[src/rtl/sprite_scheduler_if.sv]
// rtl/sprite_scheduler_if.sv - command handshake bundle for sprite_scheduler
//
// Ports (modports):
//   master : drives cmd_valid, cmd_op; observes cmd_ready
//   slave  : observes cmd_valid, cmd_op; drives cmd_ready
//   cmd_op encoding: 0=RUN, 1=PAUSE, 2=STEP, 3=HOME
interface sprite_scheduler_if;
   logic       cmd_valid;
   logic [1:0] cmd_op;
   logic       cmd_ready;

   modport master (output cmd_valid, output cmd_op, input cmd_ready);
   modport slave  (input cmd_valid, input cmd_op, output cmd_ready);
endinterface

[src/rtl/sprite_scheduler.sv]
// rtl/sprite_scheduler.sv - frame-locked sprite position sweep with RUN/PAUSE/STEP/HOME control
//
// Ports:
//   clk_pix    : pixel clock, the only clock
//   rst_pix    : asynchronous active-high reset
//   frame      : single-cycle start-of-blanking pulse
//   cmd        : command handshake (sprite_scheduler_if.slave)
//   sprx, spry : signed sprite position, updated only in the cycle after frame
//   running    : high in RUN state
//   step_pulse : one-cycle pulse on every position update (steps and HOME)
//   wrap       : one-cycle pulse when the sweep returns to (0,0) from the last tile
//
// Optional feature: define SPRITE_SCHED_SERP_EN for serpentine traversal
// (odd rows run right-to-left). Default build is raster order only.
module sprite_scheduler #(
   parameter int CORDW     = 16,
   parameter int H_RES     = 480,
   parameter int V_RES     = 272,
   parameter int TILE_W    = 64,
   parameter int TILE_H    = 64,
   parameter int FRAME_DIV = 1
) (
   input  logic                    clk_pix,
   input  logic                    rst_pix,
   input  logic                    frame,
   sprite_scheduler_if.slave       cmd,
   output logic signed [CORDW-1:0] sprx,
   output logic signed [CORDW-1:0] spry,
   output logic                    running,
   output logic                    step_pulse,
   output logic                    wrap
);
   typedef enum logic [1:0] {ST_PAUSED = 2'd0, ST_RUN = 2'd1, ST_PEND = 2'd2} state_t;

   localparam logic [1:0] OP_RUN   = 2'd0;
   localparam logic [1:0] OP_PAUSE = 2'd1;
   localparam logic [1:0] OP_HOME  = 2'd3;

   // One extra bit so that x+TILE_W and x-TILE_W never overflow before the compare.
   localparam int AW = CORDW + 1;
   localparam logic signed [AW-1:0] TW    = AW'(TILE_W);
   localparam logic signed [AW-1:0] TH    = AW'(TILE_H);
   localparam logic signed [AW-1:0] X_LIM = AW'(H_RES - TILE_W);
   localparam logic signed [AW-1:0] Y_LIM = AW'(V_RES - TILE_H);
   localparam logic [7:0]           DIV_LAST = 8'(FRAME_DIV - 1);
`ifdef SPRITE_SCHED_SERP_EN
   localparam logic [CORDW-1:0]     X_LAST = CORDW'(((H_RES - TILE_W) / TILE_W) * TILE_W);
`endif

   state_t                  state_q, state_d;
   logic                    pend_home_q, pend_home_d;   // pending op: 1=HOME, 0=STEP
   logic                    prior_run_q, prior_run_d;   // state to return to after PEND
   logic [7:0]              div_q, div_d;
   logic signed [CORDW-1:0] sprx_q, sprx_d;
   logic signed [CORDW-1:0] spry_q, spry_d;
   logic                    step_q, step_d;
   logic                    wrap_q, wrap_d;
`ifdef SPRITE_SCHED_SERP_EN
   logic                    dir_q, dir_d;               // 1 = right-to-left row
`endif

   logic signed [AW-1:0]    x_ext, y_ext, nx, ny;
   logic [CORDW-1:0]        new_x, new_y;
   logic                    row_adv, wrap_now, accept, do_step, do_home;

   always_ff @(posedge clk_pix or posedge rst_pix) begin
      if (rst_pix) begin
         state_q     <= ST_PAUSED;
         pend_home_q <= 1'b0;
         prior_run_q <= 1'b0;
         div_q       <= '0;
         sprx_q      <= '0;
         spry_q      <= '0;
         step_q      <= 1'b0;
         wrap_q      <= 1'b0;
`ifdef SPRITE_SCHED_SERP_EN
         dir_q       <= 1'b0;
`endif
      end else begin
         state_q     <= state_d;
         pend_home_q <= pend_home_d;
         prior_run_q <= prior_run_d;
         div_q       <= div_d;
         sprx_q      <= sprx_d;
         spry_q      <= spry_d;
         step_q      <= step_d;
         wrap_q      <= wrap_d;
`ifdef SPRITE_SCHED_SERP_EN
         dir_q       <= dir_d;
`endif
      end
   end

   always_comb begin
      state_d     = state_q;
      pend_home_d = pend_home_q;
      prior_run_d = prior_run_q;
      div_d       = div_q;
      sprx_d      = sprx_q;
      spry_d      = spry_q;
      step_d      = 1'b0;
      wrap_d      = 1'b0;
      do_step     = 1'b0;
      do_home     = 1'b0;
      row_adv     = 1'b0;
      wrap_now    = 1'b0;
      x_ext       = {sprx_q[CORDW-1], sprx_q};
      y_ext       = {spry_q[CORDW-1], spry_q};
      nx          = x_ext + TW;
      ny          = y_ext + TH;
      new_x       = nx[CORDW-1:0];
      new_y       = spry_q;
      accept      = cmd.cmd_valid && (state_q != ST_PEND);

      // Frame processing always uses the pre-command state; a command
      // accepted in the same cycle only redirects the next state.
      if (frame) begin
         case (state_q)
            ST_RUN: begin
               if (div_q == DIV_LAST) begin
                  div_d   = '0;
                  do_step = 1'b1;
               end else begin
                  div_d = div_q + 8'd1;
               end
            end
            ST_PEND: begin
               do_home = pend_home_q;
               do_step = !pend_home_q;
               state_d = prior_run_q ? ST_RUN : ST_PAUSED;
            end
            default: ;
         endcase
      end

      if (accept) begin
         case (cmd.cmd_op)
            OP_RUN:   state_d = ST_RUN;
            OP_PAUSE: state_d = ST_PAUSED;
            default: begin
               state_d     = ST_PEND;
               pend_home_d = (cmd.cmd_op == OP_HOME);
               prior_run_d = (state_q == ST_RUN);
            end
         endcase
      end

      // Next tile position, consumed only when a step executes.
`ifdef SPRITE_SCHED_SERP_EN
      dir_d = dir_q;
      if (dir_q) begin
         nx = x_ext - TW;
         if (nx[AW-1]) begin
            row_adv = 1'b1;
            new_x   = '0;
         end else begin
            new_x = nx[CORDW-1:0];
         end
      end else if (nx > X_LIM) begin
         row_adv = 1'b1;
         new_x   = X_LAST;
      end
`else
      if (nx > X_LIM) begin
         row_adv = 1'b1;
         new_x   = '0;
      end
`endif
      if (row_adv) begin
         if (ny > Y_LIM) begin
            new_y    = '0;
            new_x    = '0;
            wrap_now = 1'b1;
         end else begin
            new_y = ny[CORDW-1:0];
         end
      end

      if (do_home) begin
         sprx_d = '0;
         spry_d = '0;
         div_d  = '0;
         step_d = 1'b1;
`ifdef SPRITE_SCHED_SERP_EN
         dir_d  = 1'b0;
`endif
      end else if (do_step) begin
         sprx_d = new_x;
         spry_d = new_y;
         step_d = 1'b1;
         wrap_d = wrap_now;
`ifdef SPRITE_SCHED_SERP_EN
         if (wrap_now)     dir_d = 1'b0;
         else if (row_adv) dir_d = ~dir_q;
`endif
      end
   end

   assign cmd.cmd_ready = (state_q != ST_PEND);
   assign running       = (state_q == ST_RUN);
   assign sprx          = sprx_q;
   assign spry          = spry_q;
   assign step_pulse    = step_q;
   assign wrap          = wrap_q;
endmodule

[src/flat_wrapper.sv]
// flat-port wrapper written by rule: the top's interface ports become plain ports
module sprite_scheduler_flat 
#(
   parameter int CORDW     = 16,
   parameter int H_RES     = 480,
   parameter int V_RES     = 272,
   parameter int TILE_W    = 64,
   parameter int TILE_H    = 64,
   parameter int FRAME_DIV = 1
)
  (clk_pix, rst_pix, frame, sprx, spry, running, step_pulse, wrap, cmd_cmd_valid, cmd_cmd_op, cmd_cmd_ready);
  sprite_scheduler_if cmd_i ();
  input  logic clk_pix;
  input  logic rst_pix;
  input  logic frame;
  output logic signed [CORDW-1:0] sprx;
  output logic signed [CORDW-1:0] spry;
  output logic running;
  output logic step_pulse;
  output logic wrap;
  input wire logic [$bits(cmd_i.cmd_valid)-1:0] cmd_cmd_valid;
  input wire logic [$bits(cmd_i.cmd_op)-1:0] cmd_cmd_op;
  output wire logic [$bits(cmd_i.cmd_ready)-1:0] cmd_cmd_ready;
  assign cmd_i.cmd_valid = cmd_cmd_valid;
  assign cmd_i.cmd_op = cmd_cmd_op;
  assign cmd_cmd_ready = cmd_i.cmd_ready;
  sprite_scheduler #(.CORDW(CORDW), .H_RES(H_RES), .V_RES(V_RES), .TILE_W(TILE_W), .TILE_H(TILE_H), .FRAME_DIV(FRAME_DIV)) u_core (.clk_pix(clk_pix), .rst_pix(rst_pix), .frame(frame), .cmd(cmd_i), .sprx(sprx), .spry(spry), .running(running), .step_pulse(step_pulse), .wrap(wrap));
endmodule
[config.mk]
export PLATFORM = sky130hd
export DESIGN_NAME = sprite_scheduler_flat
export DESIGN_NICKNAME = d
export VERILOG_FILES = /design/src/rtl/sprite_scheduler_if.sv /design/src/rtl/sprite_scheduler.sv /design/src/flat_wrapper.sv
export SDC_FILE = /design/constraint.sdc
export NUM_CORES = 1
export LEC_CHECK = 0
export BUFFER_PORTS_ARGS = -buffer_cell sky130_fd_sc_hd__buf_2
export CAP_MARGIN = 5
export CORE_AREA = 10 10 82 84
export CTS_CLUSTER_DIAMETER = 100
export DETAILED_ROUTE_END_ITERATION = 12
export DIE_AREA = 0 0 92 94
export HOLD_SLACK_MARGIN = 0.05
export PLACE_DENSITY = 0.7
export SLEW_MARGIN = 5
export SYNTH_ARGS = -nofsm -noshare
export SYNTH_HDL_FRONTEND = slang
export SYNTH_SLANG_ARGS = --single-unit
[constraint.sdc]
create_clock -name clk_pix -period 6.66 [get_ports clk_pix]
set_input_delay 1.332 -clock clk_pix [delete_from_list [all_inputs] [get_ports clk_pix]]
set_output_delay 1.332 -clock clk_pix [all_outputs]
set_load 0.1 [all_outputs]
Word level (Yosys, flattened, before mapping)
Cells that the tools add are included.
- flip-flop bits (word level): 46
- latch bits: 0
- RAM bits: 0
- memory bits (read-only): 0
- input port bits: 6
- output and inout bits: 36
- word-level logic and storage cells: 64
- memories: 0
- add/sub/neg operators: 3
- multipliers: 0
- divide/modulo/power cells: 0
- $lt $le $gt $ge: 2
- equal/unequal tests: 5
- shift operators: 0
- mux-type cells: 30
- bitwise logic cells: 1
- reductions and logical operators: 15
- operator list (kind ; number):
    $mux 16 ; 9
    $add 16x8->17 const B ; 2
    $mux 8 ; 4
    $gt 17x10->1 const B ; 1
    $gt 17x9->1 const B ; 1
    $mux 1 ; 12
    $reduce_bool 2->1 ; 6
    $add 8x1->8 const B ; 1
    $logic_not 8->1 ; 1
    $reduce_and 2->1 ; 4
    $mux 2 ; 3
    $eq 2x1->1 const B ; 2
    $eq 2x2->1 const B ; 2
    $pmux 2 s2 ; 1
    $logic_not 2->1 ; 1
    $ne 2x2->1 const B ; 1
    $pmux 1 s2 ; 1
    $reduce_or 2->1 ; 1
    $logic_and 1x1->1 ; 1
    $logic_not 1->1 ; 1
    $not 1->1 ; 1

Depth between registers and ports, before layout
Gate-level depths: netlist of the first run.
- word-level depth: 7
- gate-level depth with buffers: 10
- mapped depth without buffers: 9

Worst setup path before layout of the first run
No wires, ideal clock.
- kind: register to register
- start: register u_core.spry_q[6], in the netlist u_core.spry[6]
- end: register u_core.spry_q[8], in the netlist u_core.spry[8]
- setup time: 101 ps
- arrival: 2956 ps
- data required time: 6559 ps
- slack: 3604 ps
- cell stages (with the launch flop): 10
- path buffers: 2
- clock period less this slack: 3056 ps
- cell sequence: dfrtp_1 -> ha_1 -> clkbuf_1 -> xnor2_1 -> and4_1 -> o22ai_1 -> o31a_1 -> or4_1 -> buf_2 -> o311ai_2
- cells in the longest elaborated chain, start to end: 6
- RTL lines (item ; line ; source):
    from (decl) ; sprite_scheduler.sv:55 ; logic signed [CORDW-1:0] spry_q, spry_d;
    from (signal assigned) ; sprite_scheduler.sv:85 ; spry_q <= spry_d;
    $add 16x8->17 (*) ; sprite_scheduler.sv:110 ; ny = y_ext + TH;
    $gt 17x9->1 ; sprite_scheduler.sv:170 ; if (ny > Y_LIM) begin
    $mux 16 (*) ; sprite_scheduler.sv:170 ;
    $mux 16 (*) ; sprite_scheduler.sv:169 ; if (row_adv) begin
    $mux 16 (*) ; sprite_scheduler.sv:187 ; end else if (do_step) begin
    $mux 16 (*) ; sprite_scheduler.sv:179 ; if (do_home) begin
Mark *: on every way between the ends. The rest lies on a longest branch, timed or not. The select of a mux whose other input is x is not followed.
A chain may end at the register's enable or synchronous reset.

Worst setup path in the final report of the first run
- start: register u_core.sprx_q[6], in the netlist u_core.sprx[6]
- end: register u_core.spry_q[9], in the netlist u_core.spry[9]
- cells in the longest elaborated chain, start to end: 5
- RTL lines (item ; line ; source):
    from (decl) ; sprite_scheduler.sv:54 ; logic signed [CORDW-1:0] sprx_q, sprx_d;
    from (signal assigned) ; sprite_scheduler.sv:84 ; sprx_q <= sprx_d;
    $add 16x8->17 ; sprite_scheduler.sv:109 ; nx = x_ext + TW;
    $gt 17x10->1 ; sprite_scheduler.sv:164 ; if (nx > X_LIM) begin
    $mux 1 ; sprite_scheduler.sv:164 ;
    $reduce_bool 2->1 (no line) ; n/a ;
    $reduce_and 2->1 (no line) ; n/a ;
No other way between the ends.

==> results_dict.tcl, run 1 <==
set metrics [dict create \
    crit_type "reg -> reg" \
    multi_input_area_mm2 0.00127 \
    power_density_mw_per_mm2 469 \
    grt_first_pass_wirelength_mm 9.86 \
    crit_arrival_ns 3.30 \
    finalSetupTns_ns 0 \
    io_pins 42 \
    synth_area_mm2 0.00246 \
    yosysWarnings 0 \
    rsz0062_at_grt "false" \
    cts_root_buf "clkbuf_8" \
    leakagePower_nw 1.23 \
    viasPerCell 5.69 \
    synth-edff-count 0 \
    cp-end-kind "flop" \
    die_h_um 94 \
    die_w_um 92 \
    timing.final.crit_share_pct 47.6 \
    crit_required_ns 6.80 \
    num_rows 26 \
    core_mm2 0.00507 \
    drive_above_1_share_pct 17.4 \
    seq_area_frac_synth_pct 40.8 \
    cts_buffers 5 \
    async_reset_ff_share_pct 100 \
    syn2layout_area_growth_pct 11.1 \
    die_area_mm2 0.00865 \
    ys.flop_type "dfrtp_1" \
    htreeDepth 2 \
    placed_area_mm2 0.00263 \
    path_clk_slew_ns 0.07 \
    drc 0 \
    gp_congestion 0.861 \
    max_cap_viol_count 0 \
    final.fill_count 501 \
    path_max_fanout 12 \
    worst_pin_slew_ns 0.963 \
    fin_area_mm2 0.00273 \
    start_util_pct 48.4 \
    fin_skew_ns 0.00618 \
    routed-via-count 2167 \
    overflow 0 \
    ys_ff_latch 40 \
    portBuffers 35 \
    rrSetupSlack_ns 3.49 \
    r2r-start "u_core.sprx[6]" \
    cp-endpoint "u_core.spry[9]" \
    yosys.area.top_type "dfrtp_1" \
    setup_viol 0 \
    drt-initial-drc-count 75 \
    hpwlAfterDp_mm 4.28 \
    grt_util_all_layers_pct 13.5 \
    worst-r2r-cell-count 7 \
    wl_per_cell_um 15.1 \
    regToRegEndpoint "u_core.spry[9]" \
    clock_sinks 40 \
    postCtsHoldBufs 0 \
    grt_max_degree 41 \
    hold_viol 0 \
    synth_area_per_cell_um2 8.68 \
    ff_latch_area_mm2 0.00100 \
    drtAntennaViolNets 0 \
    cts_resized 0 \
    cts_tree "done" \
    layout.nets 324 \
    insertion_delay_ns 0.29 \
    clockBufferDepth 2 \
    hold_class "reg -> reg" \
    crit_start "u_core.sprx[6]" \
    finalCriticalPeriod_ns 3.17 \
    antenna_found_initial 0 \
    grt_pass1_vias 2098 \
    status "complete, no violations" \
    synth_top_area_share_pct 40.8 \
    synth_cell_types 52 \
    slew_headroom_pct 35.3 \
    netlist_instances 283 \
    slew_violations 0 \
    drt-total-wl_mm 5.77 \
    diodes 0 \
    cts_setup_buffers 0 \
    clock.fmax_mhz 316 \
    start_kind "flop" \
    ys_top_cells_by_area "dfrtp_1, nand3_1, nor2_1, inv_1, ha_1" \
    dr.pass1.iters 4 \
    ir_drop_v 0.000374 \
]
==> per-layer routing <==
metal | vias up | routed length, µm | GRT usage (%)
met5 | - | 0 | 0
met4 | 0 | 45 | 3.08
met3 | 4 | 324 | 4.56
met2 | 45 | 2750 | 21.5
met1 | 1064 | 2650 | 17.2
li1 | 1054 | - | -
==> flip-flops by register name, summed over array words and instances (netlist names) <==
register / count
u_core.prior_run_q: 1
u_core.wrap: 1
u_core.step_pulse: 1
u_core.pend_home_q: 1
u_core.spry: 10
u_core.state_q: 2
u_core.sprx: 16
u_core.div_q: 8
==> layout make-up <==
class	count	share of cell area, %
flip-flops and latches	40	36.7
clock buffers	7	3.53
multi-input cells	203	46.4
repair buffers	36	6.69
inverters	25	3.44
well taps	70	3.21
==> worst max-delay path, stage by stage, from the launching register on <==
cell      delay (ns)
dfrtp_1         0.48
ha_1            0.36
or4b_2          0.66
nor4_1          0.21
a211oi_1        0.10
o21ai_1         0.59
or4_1           0.42
o221ai_1        0.20
==> how the worst min path moves through the flow <==
stage               slack [ns]                  to  depth (start not counted)                from
global route              0.55      u_core.sprx[1]                          2      u_core.sprx[1]
detailed placement        0.51      u_core.sprx[3]                          2      u_core.sprx[3]
finish                    0.52      u_core.sprx[1]                          2      u_core.sprx[1]
floorplan                 0.48  u_core.prior_run_q                          1  u_core.prior_run_q
global placement          0.50      u_core.sprx[0]                          2      u_core.sprx[0]
CTS                       0.52      u_core.sprx[3]                          2      u_core.sprx[3]
==> power breakdown <==
group,switching (W),internal (W)
clock network,0.0000783,0.0000922
registers,0.0000846,0.000300
logic,0.000586,0.000139
==> cell usage after synthesis, types with 4 or more instances <==
cell / instances
dfrtp_1: 40
nor2_1: 27
inv_1: 25
nand3_1: 24
nand2_1: 23
o21ai_0: 12
a21oi_1: 11
buf_2: 9
xnor2_1: 9
buf_4: 7
ha_1: 7
nand4_1: 7
and3_1: 5
nor4_1: 5
o221ai_1: 5
or3_1: 5
and4_1: 4
clkbuf_1: 4
nand2b_1: 4
nor3_1: 4
==> layout by cell type (no fill, tap or decap), types with 6 or more instances in the layout <==
master and n:
nand3_1 24, inv_1 25, nand2_1 23, a21oi_1 11
dfrtp_1 40, xnor2_1 9, o21ai_0 12, conb_1 6
nor2_1 27, nand4_1 7, buf_2 35, ha_1 7
clkbuf_8 7
==> through the flow <==
stage | hold slack [ns] | setup slack [ns] | power (W) | std cells | util [%]
floorplan | 0.480 | 3.60 | 0.000999 | 288 | -
detailed placement | 0.509 | 3.51 | 0.00112 | 374 | 51.9
global route | 0.550 | 3.22 | 0.00136 | 381 | 53.8
CTS | 0.521 | 3.50 | 0.00129 | 381 | 53.8
finish | 0.519 | 3.49 | 0.00128 | 381 | 53.8
global placement | 0.502 | 3.61 | 0.00111 | 374 | 51.9
==> logic make-up after synthesis <==
kind of cell	count (synthesis)	synth area share [%]
other	1	0.153
AND/OR/NAND/NOR	120	26.1
multiplexers	4	1.78
XOR/XNOR	10	3.57
flip-flops	40	40.8
AO/OA/AOI/OAI	56	15.6
buffers and inverters	45	8.41
adder cells (fa/ha/maj)	7	3.57
Power figures use the tool's default switching activity.
==> run 2, diff against run 1 <==
--- a/config.mk
+++ b/config.mk
@@ -5,6 +5,7 @@
 export SDC_FILE = /design/constraint.sdc
 export NUM_CORES = 1
 export LEC_CHECK = 0
+export ABC_AREA = 1
 export BUFFER_PORTS_ARGS = -buffer_cell sky130_fd_sc_hd__buf_2
 export CAP_MARGIN = 5
 export CORE_AREA = 10 10 82 84
@@ -12,7 +13,7 @@
 export DETAILED_ROUTE_END_ITERATION = 12
 export DIE_AREA = 0 0 92 94
 export HOLD_SLACK_MARGIN = 0.05
-export PLACE_DENSITY = 0.7
+export PLACE_DENSITY = 0.71
 export SLEW_MARGIN = 5
 export SYNTH_ARGS = -nofsm -noshare
 export SYNTH_HDL_FRONTEND = slang
==> constraint.sdc (replaced) <==
create_clock -name clk_pix -period 2.92 [get_ports clk_pix]
set_input_delay 0.584 -clock clk_pix [delete_from_list [all_inputs] [get_ports clk_pix]]
set_output_delay 0.584 -clock clk_pix [all_outputs]
set_load 0.1 [all_outputs]
==> run 2 against run 1 <==
Die area stayed put. Worst setup slack worse by 2.8 ns. Clock power rose to 3.6 times the previous value. First-iteration DRC count grew 59%. Synthesized cell count is 18% higher. Sequential share of layout area shrank 1.8 points. Core utilization grew 2.7 points. Non-clock buffer count grew 2. Critical path depth rose by 7.
==> results_dict.tcl, run 2 <==
set metrics [dict create \
    largest_reg_flops 16 \
    max_cap_viol_count 0 \
    netlist_instances 335 \
    clockBufferDepth 2 \
    core_mm2 0.00507 \
    worst-r2r-cell-count 14 \
    ys_ff_latch 40 \
    hold_viol 0 \
    layout.nets 385 \
    rsz0062_at_grt "false" \
    ys.flop_type "dfrtp_1" \
    drt-total-wl_mm 5.43 \
    grt_first_pass_wirelength_mm 9.42 \
    ir_drop_v 0.000763 \
    power_density_mw_per_mm2 1210 \
    multi_input_area_mm2 0.00126 \
    path_clk_slew_ns 0.08 \
    clock_power_share_pct 17.9 \
    diodes 0 \
    ff_latch_area_mm2 0.00100 \
    start_util_pct 49.0 \
    hpwlAfterDp_mm 4.13 \
    overflow 0 \
    die_w_um 92 \
    layout_commonest_cell "nand2_1" \
    setup_viol 0 \
    yosys.area_share.simple_pct 32.4 \
    crit_type "reg -> reg" \
    synth_cell_types 34 \
    r2r-start "u_core.sprx[6]" \
    gp_congestion 0.824 \
    yosysMostFrequentCell "nand2_1" \
    dr.pass1.iters 4 \
    cts_buffers 5 \
    hold_class "in -> async" \
    crit_arrival_ns 2.41 \
    htreeDepth 2 \
    die_h_um 94 \
    status "complete, no violations" \
    rrSetupSlack_ns 0.69 \
    stdcell_count 443 \
    worst_hold_slack_ns 0.398 \
    switching_share_pct 55.5 \
    cts_tree "done" \
    num_rows 26 \
    synthMuxAreaShare_pct 0.906 \
    leakagePower_nw 1.48 \
    fin_skew_ns 0.00419 \
    timing.final.crit_share_pct 76.2 \
    insertion_delay_ns 0.29 \
    drive_above_1_share_pct 18.5 \
    io_pins 42 \
    synth_top_family_by_area "simple AND/OR/NAND/NOR gates" \
    clock.fmax_mhz 449 \
    syn2layout_area_growth_pct 15.3 \
    cp-endpoint "u_core.spry[7]" \
    postCtsHoldBufs 0 \
    drt-initial-drc-count 119 \
    grt_util_all_layers_pct 12.9 \
    cts_root_buf "clkbuf_8" \
    p_switching_w 0.00193 \
    drtAntennaViolNets 0 \
    synth_area_mm2 0.00249 \
    layout_common_cells "nand2_1, dfrtp_1, inv_1" \
    synth_area_per_cell_um2 7.42 \
    p_comb_share_pct 56.3 \
    yosys-top-cells-count "nand2_1, dfrtp_1, inv_1, nand3_1, nor2_1" \
    seqPwrFrac_pct 25.8 \
    cts_setup_buffers 0 \
    slew_violations 0 \
    power.internal_w 0.00155 \
    finalSetupTns_ns 0 \
    synth_compound_gate_area_share_pct 12.0 \
    start_kind "flop" \
    wl_per_cell_um 12.3 \
    ys_top_cells_by_area "dfrtp_1, nand2_1, nand3_1, inv_1, nor2_1" \
    path_max_fanout 24 \
    synth_top_area_share_pct 40.3 \
    async_reset_ff_share_pct 100 \
    drc 0 \
    portBuffers 35 \
    crit_required_ns 3.10 \
    antenna_found_initial 0 \
    placed_cells 435 \
    yosysWarnings 0 \
    grt_pass1_vias 2139 \
    synth-edff-count 0 \
    yosys.area.top_type "dfrtp_1" \
    cts_resized 0 \
    seq_area_frac_synth_pct 40.3 \
    final.fill_count 489 \
    die_area_mm2 0.00865 \
    viasPerCell 5.00 \
    cp-end-kind "flop" \
    grt_max_degree 41 \
    regToRegEndpoint "u_core.spry[7]" \
    synthAdderAreaFrac_pct 3.52 \
    routed-via-count 2213 \
    crit_start "u_core.sprx[6]" \
    synth-xor-area-share_pct 1.06 \
    finalCriticalPeriod_ns 2.23 \
    clock_sinks 40 \
]
==> run 2: cell types whose count changed after synthesis, sizes merged, moves of 5 or more <==
cell,delta
inv,+14
and3,-5
nand2,+83
nor4,-6
or3,-5
a21oi,+8
o221ai,-5
xnor2,-7
nand3,+10
==> run 2: worst max-delay path: stages (launching register included) <==
cell	delay (ns)
dfrtp_1	0.51
ha_1	0.23
nand2_2	0.10
nor2_2	0.14
nand2_1	0.07
nand2_1	0.08
nor2_1	0.04
nand2_1	0.06
nor2_1	0.04
nand2_1	0.07
nand2_2	0.10
nand2_4	0.29
nand2_2	0.22
nand2_1	0.11
nand2_1	0.05
==> run 2: power by group through the flow <==
stage / clock [W] / combinational (W) / sequential (W)
6_report: 0.000622 / 0.00196 / 0.000899
4_1_cts: 0.000633 / 0.00198 / 0.000899
3_3_place_gp: 0 / 0.00195 / 0.000900
2_1_floorplan: 0 / 0.000955 / 0.00163
3_5_place_dp: 0 / 0.00198 / 0.000909
5_1_grt: 0.000652 / 0.00212 / 0.000928
==> run 2: worst min path at each step <==
stage                     slack (ns)               start                 end  depth (start not counted)
final                           0.40             rst_pix     u_core.div_q[0]                          3
after floorplan                 0.48  u_core.prior_run_q  u_core.prior_run_q                          1
after global routing            0.44             rst_pix  u_core.prior_run_q                          3
after global placement          0.50  u_core.prior_run_q  u_core.prior_run_q                          1
after detailed placement        0.50  u_core.prior_run_q  u_core.prior_run_q                          1
after CTS                       0.42             rst_pix     u_core.div_q[1]                          3
==> run 2: layout make-up <==
| class | instances | share of cell area [%] |
|---|---|---|
| timing repair buffer | 38 | 7.33 |
| clock buffer | 5 | 2.40 |
| clock inverter | 3 | 3.14 |
| multi-input combinational | 248 | 44.1 |
| inverter | 39 | 5.10 |
| tap | 70 | 3.05 |
| sequential | 40 | 34.9 |
==> run 2: logic make-up after synthesis <==
family,Yosys count
and+or+nand+nor,184
buffers and inverters,52
AOI/OAI and AO/OA,46
DFF,40
adders and majority gates,7
xor gates and xnor gates,3
muxes,2
other,1
==> run 2: routing by layer <==
layer	wire, µm	track usage, %	vias to the layer above
li1	-	-	1133
met1	2380	14.7	1026
met2	2680	22.1	49
met3	337	4.56	5
met4	30	4.24	0
met5	0	0	-
==> run 2: metrics by stage <==
step           utilization (%)  power [W]  worst slack (ns)  area [µm²]
2_1_floorplan                -    0.00259             0.411        2500
3_3_place_gp              53.4    0.00285             0.717        2710
3_5_place_dp              53.4    0.00289             0.705        2710
4_1_cts                   56.5    0.00351             0.688        2870
5_1_grt                   56.5    0.00370             0.485        2870
6_report                  56.5    0.00348             0.695        2870
==> run 3, diff against run 2 <==
==> constraint.sdc (replaced) <==
create_clock -name clk_pix -period 2.3 [get_ports clk_pix]
set_input_delay 0.46 -clock clk_pix [delete_from_list [all_inputs] [get_ports clk_pix]]
set_output_delay 0.46 -clock clk_pix [all_outputs]
set_load 0.1 [all_outputs]
==> run 3 against run 2 <==
Global-route usage hardly changed. Non-clock buffer count increased by 2. First-iteration DRC count rose by 0.84%. Highest routed layer unchanged. Critical path type unchanged. Largest power group unchanged. Sequential power increased by 27%. Maximum frequency increased by 12%. Register-to-register slack worse by 0.38 ns. Routed wire length increased by 1.1%. Combinational power grew 30%. Clock power shrank 22%. Total power rose by 20%.
==> results_dict.tcl, run 3 (same netlist as run 2, synthesis figures left out) <==
set metrics [dict create \
    wl_per_cell_um 12.3 \
    power_density_mw_per_mm2 1470 \
    drt-total-wl_mm 5.49 \
    dp_slack_ns 0.193 \
    start_util_pct 49.0 \
    grt_util_all_layers_pct 12.9 \
    layout.nets 387 \
    insertion_delay_ns 0.29 \
    routed-via-count 2199 \
    core_mm2 0.00507 \
    timing.final.crit_share_pct 86.2 \
    die_h_um 94 \
    hold_class "in -> async" \
    switching_share_pct 59.2 \
    start_kind "flop" \
    rsz0062_at_grt "false" \
    worst_pin_slew_ns 0.511 \
    antenna_found_initial 0 \
    path_max_fanout 24 \
    rrSetupSlack_ns 0.32 \
    power.internal_w 0.00170 \
    htreeDepth 2 \
    ir_drop_v 0.000853 \
    drive_above_1_share_pct 19.7 \
    grt_pass1_vias 2089 \
    cp-endpoint "u_core.spry[7]" \
    grt_first_pass_wirelength_mm 9.38 \
    drc 0 \
    drt-initial-drc-count 120 \
    syn2layout_area_growth_pct 14.0 \
    dr.pass1.iters 4 \
    io_pins 42 \
    clockBufferDepth 2 \
    finalCriticalPeriod_ns 1.98 \
    hold_viol 0 \
    status "complete, no violations" \
    timing.final.ws_setup_ns 0.317 \
    crit_type "reg -> reg" \
    worst-r2r-cell-count 14 \
    hpwlAfterDp_mm 4.17 \
    clock_sinks 40 \
    fin_skew_ns 0.00439 \
    overflow 0 \
    slew_headroom_pct 65.9 \
    num_rows 26 \
    max_cap_viol_count 0 \
    clock.fmax_mhz 504 \
    crit_required_ns 2.53 \
    finalSetupTns_ns 0 \
    r2r-start "u_core.sprx[6]" \
    gp_congestion 0.861 \
    layout_commonest_cell "nand2_1" \
    largest_reg_flops 16 \
    clock_power_share_pct 11.6 \
    grt_max_degree 41 \
    slew_violations 0 \
    path_clk_slew_ns 0.08 \
    cp-end-kind "flop" \
    cts_setup_buffers 0 \
    drtAntennaViolNets 0 \
    layout_common_cells "nand2_1, inv_1, dfrtp_1" \
    portBuffers 35 \
    cts_buffers 5 \
    cts_root_buf "clkbuf_8" \
    seqPwrFrac_pct 27.3 \
    p_switching_w 0.00247 \
    leakagePower_nw 1.46 \
    diodes 0 \
    setup_viol 0 \
    regToRegEndpoint "u_core.spry[7]" \
    die_w_um 92 \
    crit_arrival_ns 2.21 \
    cts_tree "done" \
    crit_start "u_core.sprx[6]" \
    p_comb_share_pct 61.1 \
    viasPerCell 4.94 \
    die_area_mm2 0.00865 \
]
==> run 3: changes by cell type in the layout (fill, tap and decap cells not counted), sizes merged <==
cell,change
buf,+2
bufinv,-3
clkbuf,+1
clkinv,+2
==> run 3: area by class of cell <==
| type | count | area (µm²) |
|---|---|---|
| clock buffer | 6 | 82.6 |
| tap | 70 | 87.6 |
| multi-input combinational | 248 | 1280 |
| inverter | 39 | 146 |
| timing repair buffer | 40 | 225 |
| sequential | 40 | 1000 |
| clock inverter | 2 | 10.0 |
| fill | 526 | 2240 |
==> run 3: worst max-delay path, cell delays in order (launching register included) <==
cell,delay [ns]
dfrtp_2,0.46
ha_1,0.24
nand2_2,0.12
nor2_2,0.06
nand2_1,0.06
nand2_1,0.07
nor2_1,0.08
nand2_1,0.06
nor2_1,0.10
nand2_1,0.07
nand2_2,0.14
nand2_8,0.16
nand2_4,0.16
nand2_1,0.06
nand2_1,0.07
==> run 3: metrics by stage <==
step / power [W] / cell area (µm²) / hold slack [ns] / util (%) / std cells
floorplan: 0.00329 / 2510 / 0.480 / - / 340
global placement: 0.00365 / 2730 / 0.496 / 53.8 / 437
detailed placement: 0.00368 / 2730 / 0.503 / 53.8 / 437
CTS: 0.00417 / 2820 / 0.295 / 55.6 / 445
global route: 0.00444 / 2840 / 0.332 / 55.9 / 445
finish: 0.00417 / 2840 / 0.269 / 55.9 / 445
==> run 3: power by group through the flow <==
| stage | logic (W) | clock network, W | registers [W] |
|---|---|---|---|
| after floorplan | 0.00122 | 0 | 0.00208 |
| after global placement | 0.00250 | 0 | 0.00114 |
| after detailed placement | 0.00253 | 0 | 0.00115 |
| after CTS | 0.00253 | 0.000500 | 0.00114 |
| after global routing | 0.00274 | 0.000523 | 0.00118 |
| final | 0.00254 | 0.000484 | 0.00114 |
==> run 3: per-layer routing <==
metal	GRT usage (%)	wire length (µm)
met1	15.3	2530
met4	3.98	66
met2	21.8	2560
met3	4.16	330
met5	0	0
==> run 3: timing repair <==
action                                  4_1_cts  5_1_grt
endpoints found under the setup margin        0       10
gates resized for setup                       0        3
hold buffers                                  0        0
==> run 3: how the worst min path moves through the flow <==
stage / start / to / slack [ns] / depth (start not counted)
5_1_grt: rst_pix / u_core.div_q[7] / 0.33 / 3
3_5_place_dp: u_core.prior_run_q / u_core.prior_run_q / 0.50 / 1
2_1_floorplan: u_core.prior_run_q / u_core.prior_run_q / 0.48 / 1
3_3_place_gp: u_core.prior_run_q / u_core.prior_run_q / 0.50 / 1
4_1_cts: rst_pix / u_core.div_q[7] / 0.30 / 3
6_report: rst_pix / u_core.div_q[7] / 0.27 / 3
